**config.mk**
```make
export PLATFORM = sky130hd
export DESIGN_NAME = load_store_unit
export DESIGN_NICKNAME = d
export VERILOG_FILES = /design/src/rtl/load_store_unit.sv
export SDC_FILE = /design/constraint.sdc
export NUM_CORES = 1
export LEC_CHECK = 0
export CAP_MARGIN = 20
export CORE_MARGIN = 5
export CORE_UTILIZATION = 35
export DETAILED_ROUTE_END_ITERATION = 10
export DONT_BUFFER_PORTS = 1
export SETUP_SLACK_MARGIN = 0.2
export SYNTH_ARGS = -nofsm -noshare
export SYNTH_HDL_FRONTEND = slang
export SYNTH_SLANG_ARGS = --single-unit
export TNS_END_PERCENT = 1
```
**constraint.sdc**
```tcl
create_clock -name clock -period 4.7 [get_ports clock]
set_input_delay 0.47 -clock clock [delete_from_list [all_inputs] [get_ports clock]]
set_output_delay 0.47 -clock clock [all_outputs]
set_load 0.01 [all_outputs]
```
**src/rtl/load_store_unit.sv**
```systemverilog
// Load/store initiator for a word-wide data memory: sizes, aligns and extends
// byte/half/word accesses and splits word-crossing accesses into two words.
module load_store_unit #(
  parameter int DATA_BITS = 16,
  parameter bit SYNC_READ = 1'b0
) (
  input  logic                 clock,
  input  logic                 reset,
  input  logic                 req_valid,
  output logic                 req_ready,
  input  logic                 req_write,
  input  logic [2:0]           req_funct3,
  input  logic [31:0]          req_addr,
  input  logic [31:0]          req_wdata,
  output logic                 resp_valid,
  output logic [31:0]          resp_rdata,
  output logic                 resp_error,
  output logic [DATA_BITS-3:0] mem_address,
  output logic [3:0]           mem_byteena,
  output logic [31:0]          mem_data,
  output logic                 mem_wren,
  input  logic [31:0]          mem_q
);

  localparam int AW = DATA_BITS - 2;

  typedef enum logic [2:0] {IDLE, ACC_A, WAIT_A, ACC_B, WAIT_B, DONE} state_t;

  state_t      state;
  logic        wr_r;
  logic [2:0]  f3_r;
  logic [1:0]  off_r;
  logic        split_r;
  logic [3:0]  mask_hi_r;
  logic [31:0] wd_hi_r;
  logic [AW-1:0] word_a_r;
  logic [31:0] qa_r;

  function automatic logic f3_ok(input logic wr, input logic [2:0] f3);
    if (wr) return (f3 <= 3'd2);
    else    return (f3[1:0] != 2'b11) && (f3 != 3'd6);
  endfunction

  function automatic logic [7:0] lane_mask(input logic [2:0] f3, input logic [1:0] off);
    logic [7:0] base;
    case (f3[1:0])
      2'd0:    base = 8'h01;
      2'd1:    base = 8'h03;
      default: base = 8'h0F;
    endcase
    return base << off;
  endfunction

  // Shift the two captured words down to the access offset, then extend.
  function automatic logic [31:0] load_value(input logic [2:0] f3, input logic [1:0] off,
                                             input logic [31:0] qb, input logic [31:0] qa);
    logic [31:0]        lo;
    logic signed [7:0]  sb;
    logic signed [15:0] sh;
    logic signed [31:0] ext;
    lo = 32'({qb, qa} >> {off, 3'b000});
    sb = lo[7:0];
    sh = lo[15:0];
    case (f3)
      3'd0:    ext = sb;
      3'd1:    ext = sh;
      3'd2:    ext = lo;
      3'd4:    ext = {24'b0, lo[7:0]};
      3'd5:    ext = {16'b0, lo[15:0]};
      default: ext = '0;
    endcase
    return ext;
  endfunction

  logic [7:0]    in_mask;
  logic [63:0]   in_wd64;
  logic [AW-1:0] word_b;
  logic          a_waits;
  logic          b_waits;

  assign in_mask = lane_mask(req_funct3, req_addr[1:0]);
  assign in_wd64 = {32'b0, req_wdata} << {req_addr[1:0], 3'b000};
  assign word_b  = word_a_r + AW'(1);
  assign a_waits = (state == ACC_A) && SYNC_READ && !wr_r;
  assign b_waits = (state == ACC_B) && SYNC_READ && !wr_r;

  generate
    if (DATA_BITS < 32) begin : g_unused
      logic unused_addr;
      assign unused_addr = ^req_addr[31:DATA_BITS];
    end
  endgenerate

  always_ff @(posedge clock or posedge reset) begin
    if (reset) begin
      state       <= IDLE;
      req_ready   <= 1'b1;
      resp_valid  <= 1'b0;
      resp_rdata  <= '0;
      resp_error  <= 1'b0;
      mem_wren    <= 1'b0;
      mem_byteena <= '0;
      mem_address <= '0;
      mem_data    <= '0;
      wr_r        <= 1'b0;
      f3_r        <= '0;
      off_r       <= '0;
      split_r     <= 1'b0;
      mask_hi_r   <= '0;
      wd_hi_r     <= '0;
      word_a_r    <= '0;
      qa_r        <= '0;
    end else begin
      resp_valid <= 1'b0;
      case (state)
        IDLE: begin
          if (req_valid) begin
            req_ready <= 1'b0;
            wr_r      <= req_write;
            f3_r      <= req_funct3;
            off_r     <= req_addr[1:0];
            split_r   <= |in_mask[7:4];
            mask_hi_r <= in_mask[7:4];
            wd_hi_r   <= in_wd64[63:32];
            word_a_r  <= req_addr[DATA_BITS-1:2];
            if (!f3_ok(req_write, req_funct3)) begin
              state      <= DONE;
              resp_valid <= 1'b1;
              resp_error <= 1'b1;
              resp_rdata <= '0;
            end else begin
              state       <= ACC_A;
              mem_address <= req_addr[DATA_BITS-1:2];
              mem_byteena <= in_mask[3:0];
              mem_data    <= in_wd64[31:0];
              mem_wren    <= req_write;
            end
          end
        end
        // First word: either wait for synchronous read data or capture it now.
        ACC_A, WAIT_A: begin
          if (a_waits) begin
            state    <= WAIT_A;
            mem_wren <= 1'b0;
          end else begin
            qa_r <= mem_q;
            if (split_r) begin
              state       <= ACC_B;
              mem_address <= word_b;
              mem_byteena <= mask_hi_r;
              mem_data    <= wd_hi_r;
              mem_wren    <= wr_r;
            end else begin
              state       <= DONE;
              mem_wren    <= 1'b0;
              mem_byteena <= '0;
              resp_valid  <= 1'b1;
              resp_error  <= 1'b0;
              resp_rdata  <= wr_r ? 32'b0 : load_value(f3_r, off_r, 32'b0, mem_q);
            end
          end
        end
        ACC_B, WAIT_B: begin
          if (b_waits) begin
            state    <= WAIT_B;
            mem_wren <= 1'b0;
          end else begin
            state       <= DONE;
            mem_wren    <= 1'b0;
            mem_byteena <= '0;
            resp_valid  <= 1'b1;
            resp_error  <= 1'b0;
            resp_rdata  <= wr_r ? 32'b0 : load_value(f3_r, off_r, mem_q, qa_r);
          end
        end
        DONE: begin
          state     <= IDLE;
          req_ready <= 1'b1;
        end
        default: state <= IDLE;
      endcase
    end
  end

endmodule

```
# After elaboration in Yosys (flattened, before gate mapping)
# Index checks and enable logic that the tools add are counted.
# totals
regBits	178
inputBits	103
output_inout_bits	86
wordCells	97
# op_classes
n_addsub	1
magnitude_cmp	1
n_eq_ne	17
n_shift	4
n_mux	42
reduce_logical	15
# ops
operator	n
$pmux 32 s5	2
$mux 32	8
$pmux 32 s3	1
$pmux 32 s2	1
$shl 32x5->64	1
$shr 64x5->32	1
$mux 14	3
$shr 32x5->32	1
$pmux 14 s2	1
$add 14x1->14 const B	1
$mux 1	13
$eq 3x3->1 const B	4
$mux 4	3
$ne 2x2->1 const B	6
$pmux 4 s3	1
$eq 3x2->1 const B	3
$mux 3	3
$pmux 1 s3	3
$pmux 3 s3	1
$pmux 4 s2	1
$reduce_and 4->1	2
$shl 8x2->8	1
$eq 3x1->1 const B	2
$logic_not 3->1	2
other kinds (12)	15

# Logic depth before layout (Yosys ltp)
# Gate-level depths: netlist of run 1.
# logic_depth
depth_word	8
ltp_mapped	9
depth_no_buf	6

# Worst setup path before layout of run 1
# Ideal clock, no wire load.
# synth_path
path_kind	register -> register
startpoint	register off_r[0]
endpoint	register resp_rdata[24]
setup_ns	0.126
t_arrival_ns	1.792
required_time_ns	4.574
path_slack_ns	2.782
path_stages_with_launch	8
path_buffers	2
synth_period_minus_slack_ns	1.918
cell_sequence	dfrtp_1 buf_2 mux4_2 o21ai_0 o21ai_0 a211oi_4 buf_6 a22oi_2
# synth_between
elab_chain_cells	5
elab_cells_between_ends	8
classes_between	shift: 2; mux: 6
# synth_lines
element	line_no	text
from (decl)	32	logic [1:0] off_r;
from (signal assigned)	121	off_r <= req_addr[1:0];
$shr 32x5->32	61	lo = 32'({qb, qa} >> {off, 3'b000});
$pmux 32 s5	64	case (f3)
$mux 32	159	resp_rdata <= wr_r ? 32'b0 : load_value(f3_r, off_r, 32'b0, mem_q);
$mux 32	147	if (split_r) begin
$pmux 32 s3 *	115	case (state)
to (signal assigned)	159	
to (signal assigned)	173	resp_rdata <= wr_r ? 32'b0 : load_value(f3_r, off_r, mem_q, qa_r);
to (decl)	16	output logic [31:0] resp_rdata,
# Mark *: on every way between the ends. The rest lies on a longest branch, timed or not. The select of a mux whose other input is x is not followed.
# A chain may end at the register's enable or synchronous reset.

# Final worst setup path of run 1
# layout_path
startpoint	register off_r[0]
endpoint	register resp_rdata[27]
# The elaborated chain is that of the path after synthesis.

==> results of run 1 <==
-- per-stage QoR --
| step | utilization | cells | worst slack, ps | cell area [µm²] | hold WS [ps] |
|---|---|---|---|---|---|
| finish | 0.3832 | 1368 | 1511 | 10270 | 72.70 |
| global route | 0.3832 | 1368 | 1263 | 10270 | 103.4 |
| CTS | 0.3830 | 1367 | 1558 | 10260 | 106.1 |
| detailed placement | 0.3601 | 1335 | 1571 | 9652 | 450.6 |
| global placement | 0.3601 | 1335 | 1625 | 9652 | 444.5 |
| floorplan | - | 1066 | 2076 | 9492 | 433.4 |
-- per-layer routing --
layer  part of all wire  global-route usage  vias to the layer above
met4              0.021             0.05466                        0
li1                   -                   -                     3639
met5                  0                   0                        -
met2               0.48              0.2941                      220
met1               0.40              0.2178                     3693
met3               0.10             0.08373                       33
-- final cells by class --
| class | instances | area, µm² |
|---|---|---|
| fill | 2696 | 16530 |
| multi-input combinational | 806 | 4867 |
| sequential | 169 | 4233 |
| clock buffer | 18 | 439.2 |
| tap | 341 | 426.7 |
| clock inverter | 14 | 172.7 |
| timing repair buffer | 11 | 95.09 |
| inverter | 9 | 37.54 |
-- cell usage in the layout, fill, tap and decap left out, types with 6 or more instances in the layout --
cell	netlist	routed
o21ai_0	58	58
and2_1	6	6
a211oi_1	10	10
a21oi_1	52	52
clkbuf_16	0	17
o221ai_1	6	6
buf_4	2	10
mux2i_1	64	64
mux2_2	27	27
mux4_2	10	10
a22oi_2	10	10
nand3_1	33	33
dfrtp_1	168	166
nand2_1	288	288
a31oi_1	9	9
o211ai_1	15	15
nor2b_1	13	12
a22oi_1	13	13
inv_1	7	6
o22ai_1	7	7
xnor2_1	10	10
o21ai_1	31	31
a221oi_1	10	10
nor2_1	66	65
-- flip-flops by register name, summed over array words and instances, names as in the netlist --
name and cells:
f3_r 3, mem_byteena 4, mask_hi_r 3, state 3, off_r 2, resp_error 1
mem_wren 1, mem_data 32, wd_hi_r 24, mem_address 14, resp_rdata 32, word_a_r 14
resp_valid 1, qa_r 32, split_r 1, wr_r 1, req_ready 1
-- logic make-up (layout without fill, tap and decap cells) --
family                     after synthesis  in the layout  synth area share
and+or+nand+nor                        437            437            0.1957
AOI/OAI and AO/OA                      253            253            0.1768
DFF                                    169            169            0.4459
muxes                                  103            103            0.1262
buffers and inverters                   91             52           0.04299
xor gates and xnor gates                12             12           0.01108
adders and majority gates                1              1          0.001319
-- power by group --
group | total [mW] | switching, mW | internal (mW) | leakage, nW
combinational | 3.56 | 2.21 | 1.36 | 2.03
sequential | 2.99 | 0.827 | 2.16 | 2.12
clock | 1.45 | 0.714 | 0.736 | 0.299
total | 8.00 | 3.75 | 4.25 | 4.45
-- worst min path at each step --
stage          slack [ps]               startpoint  cells after the start                          end
2_1_floorplan         430  wd_hi_r[14]$_DFFE_PP0P_                      2      wd_hi_r[14]$_DFFE_PP0P_
3_3_place_gp          440  wd_hi_r[17]$_DFFE_PP0P_                      2      wd_hi_r[17]$_DFFE_PP0P_
3_5_place_dp          450  wd_hi_r[23]$_DFFE_PP0P_                      2      wd_hi_r[23]$_DFFE_PP0P_
4_1_cts               110              req_addr[6]                      2      word_a_r[4]$_DFFE_PP0P_
5_1_grt               100              req_addr[5]                      2      word_a_r[3]$_DFFE_PP0P_
6_report               70                    reset                      2  mem_address[10]$_DFFE_PP0P_
-- worst max-delay path: stages, from the launching register on --
cell,delay (ps)
dfrtp_2,930
clkinv_1,530
mux2i_2,410
o32ai_4,210
a211oi_4,730
a22oi_1,200
==> impl_results.md, run 1 <==
* Syn nets at 1170
* Total GRT Usage at 0.1818
* R2R cell count at 5
* Synth top area cells: dfrtp_1 (44%), nand2_1 (11%), mux2i_1 (6.8%), mux2_2 (3.2%), o21ai_0 (3.1%)
* Status: complete, no violations
* Core area at 0.02680 mm²
* Total of warnings raised by yosys at 0
* Worst skew pair latency at 450 ps
* Fmax at 313.6 MHz
* DR vias at 7585
* Die height at 174.6 µm
* Worst-path clk slew at 70 ps
* Sequential share of the synthesized area at 0.4459
* RePlAce Congestion at 0.8586
* Vias in the first global route at 7442
* Flop-to-flop setup slack at 1510 ps
* Hold_buf cts at 0
* Post-cts resize count at 0
* Setup bufs post-CTS at 0
* Die area at 0.03050 mm²
* Top_reg_cell synth: dfrtp_1
* Post-Syn Area at 0.009488 mm²
* Final Max Tran Viols at 0
* Pin slew with the least headroom to its limit at 1054 ps
* CTS tree: built
* Hold crit path type: input port to async pin
* CP startpoint: off_r[0]$_DFFE_PP0P_
* Io pins at 189
* Largest area contributor in the netlist: dfrtp_1
* Total power at 7.999 mW
* Largest net degree at the start of global routing at 170
* Share of Yosys cell area claimed by the top area cell type at 0.4431
* Async set-reset flop share out of synthesis at 1.000
* Final hold violation count at 0
* Relative slew slack at 0.2959
* Final setup vio count at 0
* DRT iter0 DRCs at 479
* Via density at 5.545
* Clk_skew at 21.94 ps
* Worst r2r dst: resp_rdata[27]$_DFFE_PP0P_
* Kind of critical path: register to register
* Static leakage at 4.450 nW
* Global route total overflow at 0
* Drt first pass iters at 4
* FP Rows at 60
* Worst EP required at 4960 ps
* Synth-to-Final Area Change at 8.255%
* H-tree depth at 4
* Final HPWL DP at 19.04 mm
* Critical Path Sink: resp_rdata[27]$_DFFE_PP0P_
* Antenna violations before repair at 0
* Antenna fix cells at 0
* Pwr/cell area at 778.8 mW/mm²
* R2r startpoint: off_r[0]$_DFFE_PP0P_
* Avg Cell Area, Syn at 8.900 µm²
* Residual DRC at 0
* Post-synth top cells: nand2_1 (288), dfrtp_1 (168), nor2_1 (66)
* Num CTS Buffers at 17
* Syn Inst Count at 1066
* TritonCTS sink count at 169
* Number of routed nets with antenna violations at 0
* Data arrival, critical path at 3450 ps
* CTS max path bufs at 2
* Layout cells sized above 1 at 0.1091
* CP Max Fanout at 42
* Number of synthesized flops with an enable pin at 0
* Post-synthesis cell type count at 65
* Port buffer count at 0
* Crit end category: register
* Global-route wire length before repair at 43.74 mm
* Clock period minus worst slack at 3189 ps
* Startpoint types: register
* Max-Cap Viols at 0
* Post-synthesis register bit count at 169
* Count leader, synth: nand2_1
* Maximum VDD drop at 0.3309 mV
* Root Driver: clkbuf_16
* Starting Density at 0.3540
* Die span in x at 174.6 µm
* Tcrit/Tclk final at 0.6785
* Final Net Count at 1118
* Setup TNS at 0 ps
* Post-DR wirelength/cell at 20.46 µm
* RSZ-0062 raised after global routing: no
* Drt total wl at 27.99 mm
(Power assumes the default switching activity.)
==> run 2, diff against run 1 <==
==> constraint.sdc (replaced) <==
create_clock -name clock -period 3.05 [get_ports clock]
set_input_delay 0.305 -clock clock [delete_from_list [all_inputs] [get_ports clock]]
set_output_delay 0.305 -clock clock [all_outputs]
set_load 0.01 [all_outputs]
==> impl_results.md, run 2 (synthesis results as in run 1) <==
* Status: complete, no violations
* Die height at 174.6 µm (unchanged)
* Die area at 0.03050 mm² (unchanged)
* Hold WS at 16.49 ps (-56.21 ps)
* Relative slew slack at 0.3499 (+0.05402)
* Tcrit/Tclk final at 0.8229 (+0.1444)
* Global route total overflow at 0 (unchanged)
* Final setup vio count at 0 (unchanged)
* Number of routed nets with antenna violations at 0 (unchanged)
* Total GRT Usage at 0.1936 (+0.01178)
* Maximum VDD drop at 0.8329 mV (+150%)
* Post-DR wirelength/cell at 20.56 µm (+0.48%)
* Static leakage at 4.759 nW (+6.9%)
* DR vias at 7933 (+4.6%)
* Crit end category: register
* Antenna violations before repair at 0 (unchanged)
* Setup bufs post-CTS at 0 (unchanged)
* Data arrival, critical path at 2850 ps (-600 ps)
* Vias in the first global route at 8042 (+8.1%)
* Kind of critical path: register to register
* Final Net Count at 1189 (+6.4%)
* Port buffer count at 0 (unchanged)
* Worst path bufs/invs at 2 (+1)
* Antenna fix cells at 0 (unchanged)
* Root Driver: clkbuf_16
* Starting Density at 0.3540 (unchanged)
* Regs by FF count: mem_data: 32 flops, qa_r: 32 flops, resp_rdata: 32 flops
* Crit-path cells: xnor2_1 -> or2_4 -> buf_12 -> o32ai_4 -> a211oi_4 -> buf_4 -> a22oi_1
* Clock period minus worst slack at 2510 ps (-679.1 ps)
* Startpoint types: register
* Dpl ws at 612.6 ps (-958.4 ps)
* Drt first pass iters at 5 (+1)
* DRT iter0 DRCs at 640 (+34%)
* Fmax at 398.4 MHz (+27%)
* CP Max Fanout at 61 (+45%)
* CP startpoint: state[1]$_DFFE_PP0N_
* CTS tree: built
* Most common cell after layout, fill and taps aside: nand2_1
* H-tree depth at 4 (unchanged)
* Io pins at 189 (unchanged)
* Clk_skew at 11.51 ps (-10.43 ps)
* Worst EP required at 3390 ps (-1570 ps)
* Post-route setup slack at 540.0 ps (-970.9 ps)
* Drt total wl at 29.58 mm (+5.7%)
* Worst skew pair latency at 440 ps (about the same)
* Global-route wire length before repair at 46.99 mm (+7.4%)
* FP Rows at 60 (unchanged)
* TritonCTS sink count at 169 (unchanged)
* Slowest-stage cell, CP: dfrtp_1
* Synth-to-Final Area Change at 15.75%
* Final Max Tran Viols at 0 (unchanged)
* Core area at 0.02680 mm² (unchanged)
* Delay-heaviest family, CP: compound AO/OA/AOI/OAI gates
* Final HPWL DP at 19.58 mm (+2.8%)
* Die span in x at 174.6 µm (unchanged)
* Num CTS Buffers at 17 (unchanged)
* Pin slew with the least headroom to its limit at 971.5 ps (-82.16 ps)
* Hold crit path type: input port to register
* Dpl cells at 1346 (+0.82%)
* Via density at 5.513 (-0.57%)
* Largest net degree at the start of global routing at 76 (-55%)
* R2r startpoint: state[1]$_DFFE_PP0N_
* Residual DRC at 0 (unchanged)
* Final hold violation count at 0 (unchanged)
* Setup TNS at 0 ps (unchanged)
* Pwr/cell area at 1152 mW/mm² (+48%)
* Slowest stage delay, CP at 600 ps (-330 ps)
* CTS max path bufs at 2 (unchanged)
* Hold Startpoint: req_addr[10]
* Total power at 12.65 mW (+58%)
* Layout Cells excl Fill at 1439 (+5.2%)
* Layout cells sized above 1 at 0.1111 (+0.002056)
* Worst-path clk slew at 80 ps (about the same)
* Commonest non-fill, non-tap cells in the layout: nand2_1 (288), dfrtp_1 (166), nor2_1 (65)
* Max-Cap Viols at 0 (unchanged)
* RSZ-0062 raised after global routing: no
* RePlAce Congestion at 0.8799 (+2.5%)
==> run 2: cell types whose count changed in the layout (fill, tap and decap cells not counted), sizes merged <==
cell | previous run | this run
clkbuf | 18 | 17
clkinvlp | 1 | 2
buf | 11 | 21
clkinv | 8 | 7
dlygate4sd3 | 0 | 61
bufinv | 0 | 1
==> run 2: cell type report <==
class / instances / area [µm²]
fill: 2658 / 15820
multi-input combinational: 806 / 4867
sequential: 169 / 4233
timing repair buffer: 82 / 793.3
tap: 341 / 426.7
clock buffer: 17 / 425.4
clock inverter: 15 / 198.9
inverter: 9 / 37.54
==> run 2: power breakdown <==
| group | total, mW | internal, mW | switching (mW) |
|---|---|---|---|
| registers | 4.52 | 3.33 | 1.19 |
| logic | 5.83 | 2.26 | 3.57 |
| clock network | 2.30 | 1.19 | 1.10 |
| total | 12.6 | 6.79 | 5.86 |
==> run 2: metrics by stage <==
step / utilization / area [µm²]
2_1_floorplan: - / 9492
3_3_place_gp: 0.3637 / 9747
3_5_place_dp: 0.3637 / 9747
4_1_cts: 0.4098 / 10980
5_1_grt: 0.4098 / 10980
6_report: 0.4098 / 10980
==> run 2: timing repair <==
item	CTS	global route
resized for setup	0	0
endpoints found under the hold margin	144	0
hold buffers	61	0
setup endpoints to repair	0	0
==> run 2: worst register-to-register path, cell delays in order (launching register included) <==
cell	delay [ps]
dfrtp_1	600
xnor2_1	230
or2_4	300
buf_12	210
o32ai_4	590
a211oi_4	70
buf_4	220
a22oi_1	190
==> run 2: final timing paths <==
check	endpoint	slack, ps	depth (start not counted)
max	resp_rdata[26]$_DFFE_PP0P_	540	7
min	word_a_r[8]$_DFFE_PP0P_	20	2
max reg2reg	resp_rdata[26]$_DFFE_PP0P_	540	7
min reg2reg	wd_hi_r[18]$_DFFE_PP0P_	470	2
max in group asynchronous	off_r[1]$_DFFE_PP0P_	1960	3
min in group asynchronous	mem_address[8]$_DFFE_PP0P_	470	3
==> run 2: metal layers <==
metal	wire length, µm	global-route usage	vias up
li1	-	-	3777
met1	12090	0.2393	3879
met2	14340	0.3223	257
met3	2783	0.07789	20
met4	369	0.03928	0
met5	0	0	-
==> run 3, diff against run 2 <==
==> constraint.sdc (replaced) <==
create_clock -name clock -period 2.3 [get_ports clock]
set_input_delay 0.23 -clock clock [delete_from_list [all_inputs] [get_ports clock]]
set_output_delay 0.23 -clock clock [all_outputs]
set_load 0.01 [all_outputs]
==> impl_results.md, run 3 (synthesis results as in run 1) <==
* Status: complete, no violations
* Post-DR wirelength/cell at 20.66 µm (+0.48%)
* Layout cells sized above 1 at 0.1256 (+0.01445)
* Synth-to-Final Area Change at 19.24%
* FP Rows at 60 (unchanged)
* Max-Cap Viols at 0 (unchanged)
* Static leakage at 4.915 nW (+3.3%)
* Kind of critical path: register to register
* Post-route setup slack at 268.3 ps (-271.7 ps)
* Post-layout instance area at 0.01131 mm² (+3.0%)
* Residual DRC at 0 (unchanged)
* Drt total wl at 30.24 mm (+2.2%)
* DP Area at 0.009952 mm² (+2.1%)
* Flop-to-flop setup slack at 270 ps (-270 ps)
* Root Driver: clkbuf_16
* Fmax at 492.2 MHz (+24%)
* Final HPWL DP at 20.14 mm (+2.9%)
* Most common cell after layout, fill and taps aside: nand2_1
* Dpl ws at 245.4 ps (-367.1 ps)
* R2R cell count at 5 (-2)
* RePlAce Congestion at 0.9195 (+4.5%)
* CTS max path bufs at 2 (unchanged)
* Startpoint types: register
* Final Max Tran Viols at 0 (unchanged)
* Global-route wire length before repair at 47.24 mm (+0.53%)
* Antenna violations before repair at 0 (unchanged)
* Num CTS Buffers at 17 (unchanged)
* Hold crit path type: input port to register
* Hold Startpoint: req_addr[0]
* Relative slew slack at 0.4268 (+0.07691)
* Final Net Count at 1214 (+2.1%)
* Commonest non-fill, non-tap cells in the layout: nand2_1 (288), dfrtp_1 (164), dlygate4sd3_1 (70)
* Die span in x at 174.6 µm (unchanged)
* DR vias at 8130 (+2.5%)
* Pin slew with the least headroom to its limit at 859.8 ps (-111.7 ps)
* Worst skew pair latency at 440 ps (about the same)
* Crit end category: register
* RSZ-0062 raised after global routing: yes
* Maximum VDD drop at 0.6542 mV (-21%)
* Hold path depth at 2 (unchanged)
* Worst r2r dst: resp_rdata[24]$_DFFE_PP0P_
* Clk_skew at 16.60 ps (+5.088 ps)
* Largest net degree at the start of global routing at 64 (-16%)
* Data arrival, critical path at 2400 ps (-450 ps)
* Pwr/cell area at 1535 mW/mm² (+33%)
* Port buffer count at 0 (unchanged)
* Regs by FF count: mem_data: 32 flops, qa_r: 32 flops, resp_rdata: 32 flops
* Vias in the first global route at 8119 (+0.96%)
* DRT iter0 DRCs at 674 (+5.3%)
* Hold WS at 13.98 ps (-2.504 ps)
* Global route total overflow at 0 (unchanged)
* Number of routed nets with antenna violations at 0 (unchanged)
* Drt first pass iters at 5 (unchanged)
* # fillers at 2623 (-1.3%)
* Antenna fix cells at 0 (unchanged)
* CTS tree: built
* Final core occ at 0.4221 (+0.01237)
* Hold EP: wd_hi_r[1]$_DFFE_PP0P_
* Worst-path clk slew at 80 ps (about the same)
* Die area at 0.03050 mm² (unchanged)
* Clock period minus worst slack at 2032 ps (-478.3 ps)
* Worst EP required at 2670 ps (-720 ps)
* Via density at 5.553 (+0.73%)
* TritonCTS sink count at 169 (unchanged)
* R2r startpoint: f3_r[1]$_DFFE_PP0P_
* Final setup vio count at 0 (unchanged)
* Io pins at 189 (unchanged)
* Final hold violation count at 0 (unchanged)
* Total GRT Usage at 0.1960 (+0.002472)
* Die height at 174.6 µm (unchanged)
* Starting Density at 0.3540 (unchanged)
* CP Max Fanout at 8 (-87%)
* Core area at 0.02680 mm² (unchanged)
* H-tree depth at 4 (unchanged)
* Tcrit/Tclk final at 0.8833 (+0.06040)
run 3: cell count changes in the layout (fill, tap and decap cells not counted), moves of 2 or more:
cell           delta
buf_12            +8
buf_4             +6
dfrtp_1           -2
dfrtp_2           +2
dlygate4sd3_1     +9
run 3: how the worst max path moves through the flow:
stage | endpoint | from | cells past startpoint | slack [ps]
3_3_place_gp | resp_rdata[24]$_DFFE_PP0P_ | state[1]$_DFFE_PP0N_ | 6 | 270
5_1_grt | resp_rdata[27]$_DFFE_PP0P_ | off_r[0]$_DFFE_PP0P_ | 8 | 160
6_report | resp_rdata[24]$_DFFE_PP0P_ | f3_r[1]$_DFFE_PP0P_ | 5 | 270
4_1_cts | mem_data[11]$_DFFE_PP0P_ | state[1]$_DFFE_PP0N_ | 7 | 220
2_1_floorplan | f3_r[0]$_DFFE_PP0P_ | reset | 1 | -80
3_5_place_dp | mem_data[11]$_DFFE_PP0P_ | state[1]$_DFFE_PP0N_ | 7 | 250
run 3: final cells by class:
cell class | instances | area, µm² | share of cell area
multi-input cells | 806 | 4876 | 0.4310
flip-flops and latches | 169 | 4235 | 0.3744
repair buffers | 107 | 1141 | 0.1009
well taps | 341 | 426.7 | 0.03771
clock buffers | 17 | 425.4 | 0.03760
clock inverters | 15 | 171.4 | 0.01515
inverters | 9 | 37.54 | 0.003318
run 3: per-layer routing:
layer / part of all wire / track usage / wire (µm)
met3: 0.091 / 0.07226 / 2747
met2: 0.48 / 0.3192 / 14500
met5: 0 / 0 / 0
met4: 0.024 / 0.06219 / 734
met1: 0.41 / 0.2433 / 12260
run 3: critical path, cell delays in order, from the launching register on:
cell	delay, ps
dfrtp_1	500
nor3b_2	440
nand2b_1	250
nor3_2	390
a21oi_1	200
a22oi_2	200
run 3: repair_timing:
action | in CTS | in global routing
setup buffers | 0 | 1
gates resized for setup | 0 | 5
endpoints found under the hold margin | 112 | 0
setup endpoints to repair | 0 | 67
hold buffers | 70 | 0
run 3: through the flow:
| step | setup TNS, ps | power (mW) | instances |
|---|---|---|---|
| after global placement | 0 | 14.06 | 1360 |
| final | 0 | 17.37 | 1464 |
| after floorplan | -14100 | 11.72 | 1066 |
| after detailed placement | 0 | 14.25 | 1360 |
| after CTS | 0 | 17.34 | 1462 |
| after global routing | 0 | 18.71 | 1464 |
run 3: where the power goes:
group          internal [mW]  switching [mW]
registers               4.42            1.53
logic                   3.51            4.98
clock network           1.47            1.45
total                   9.40            7.96
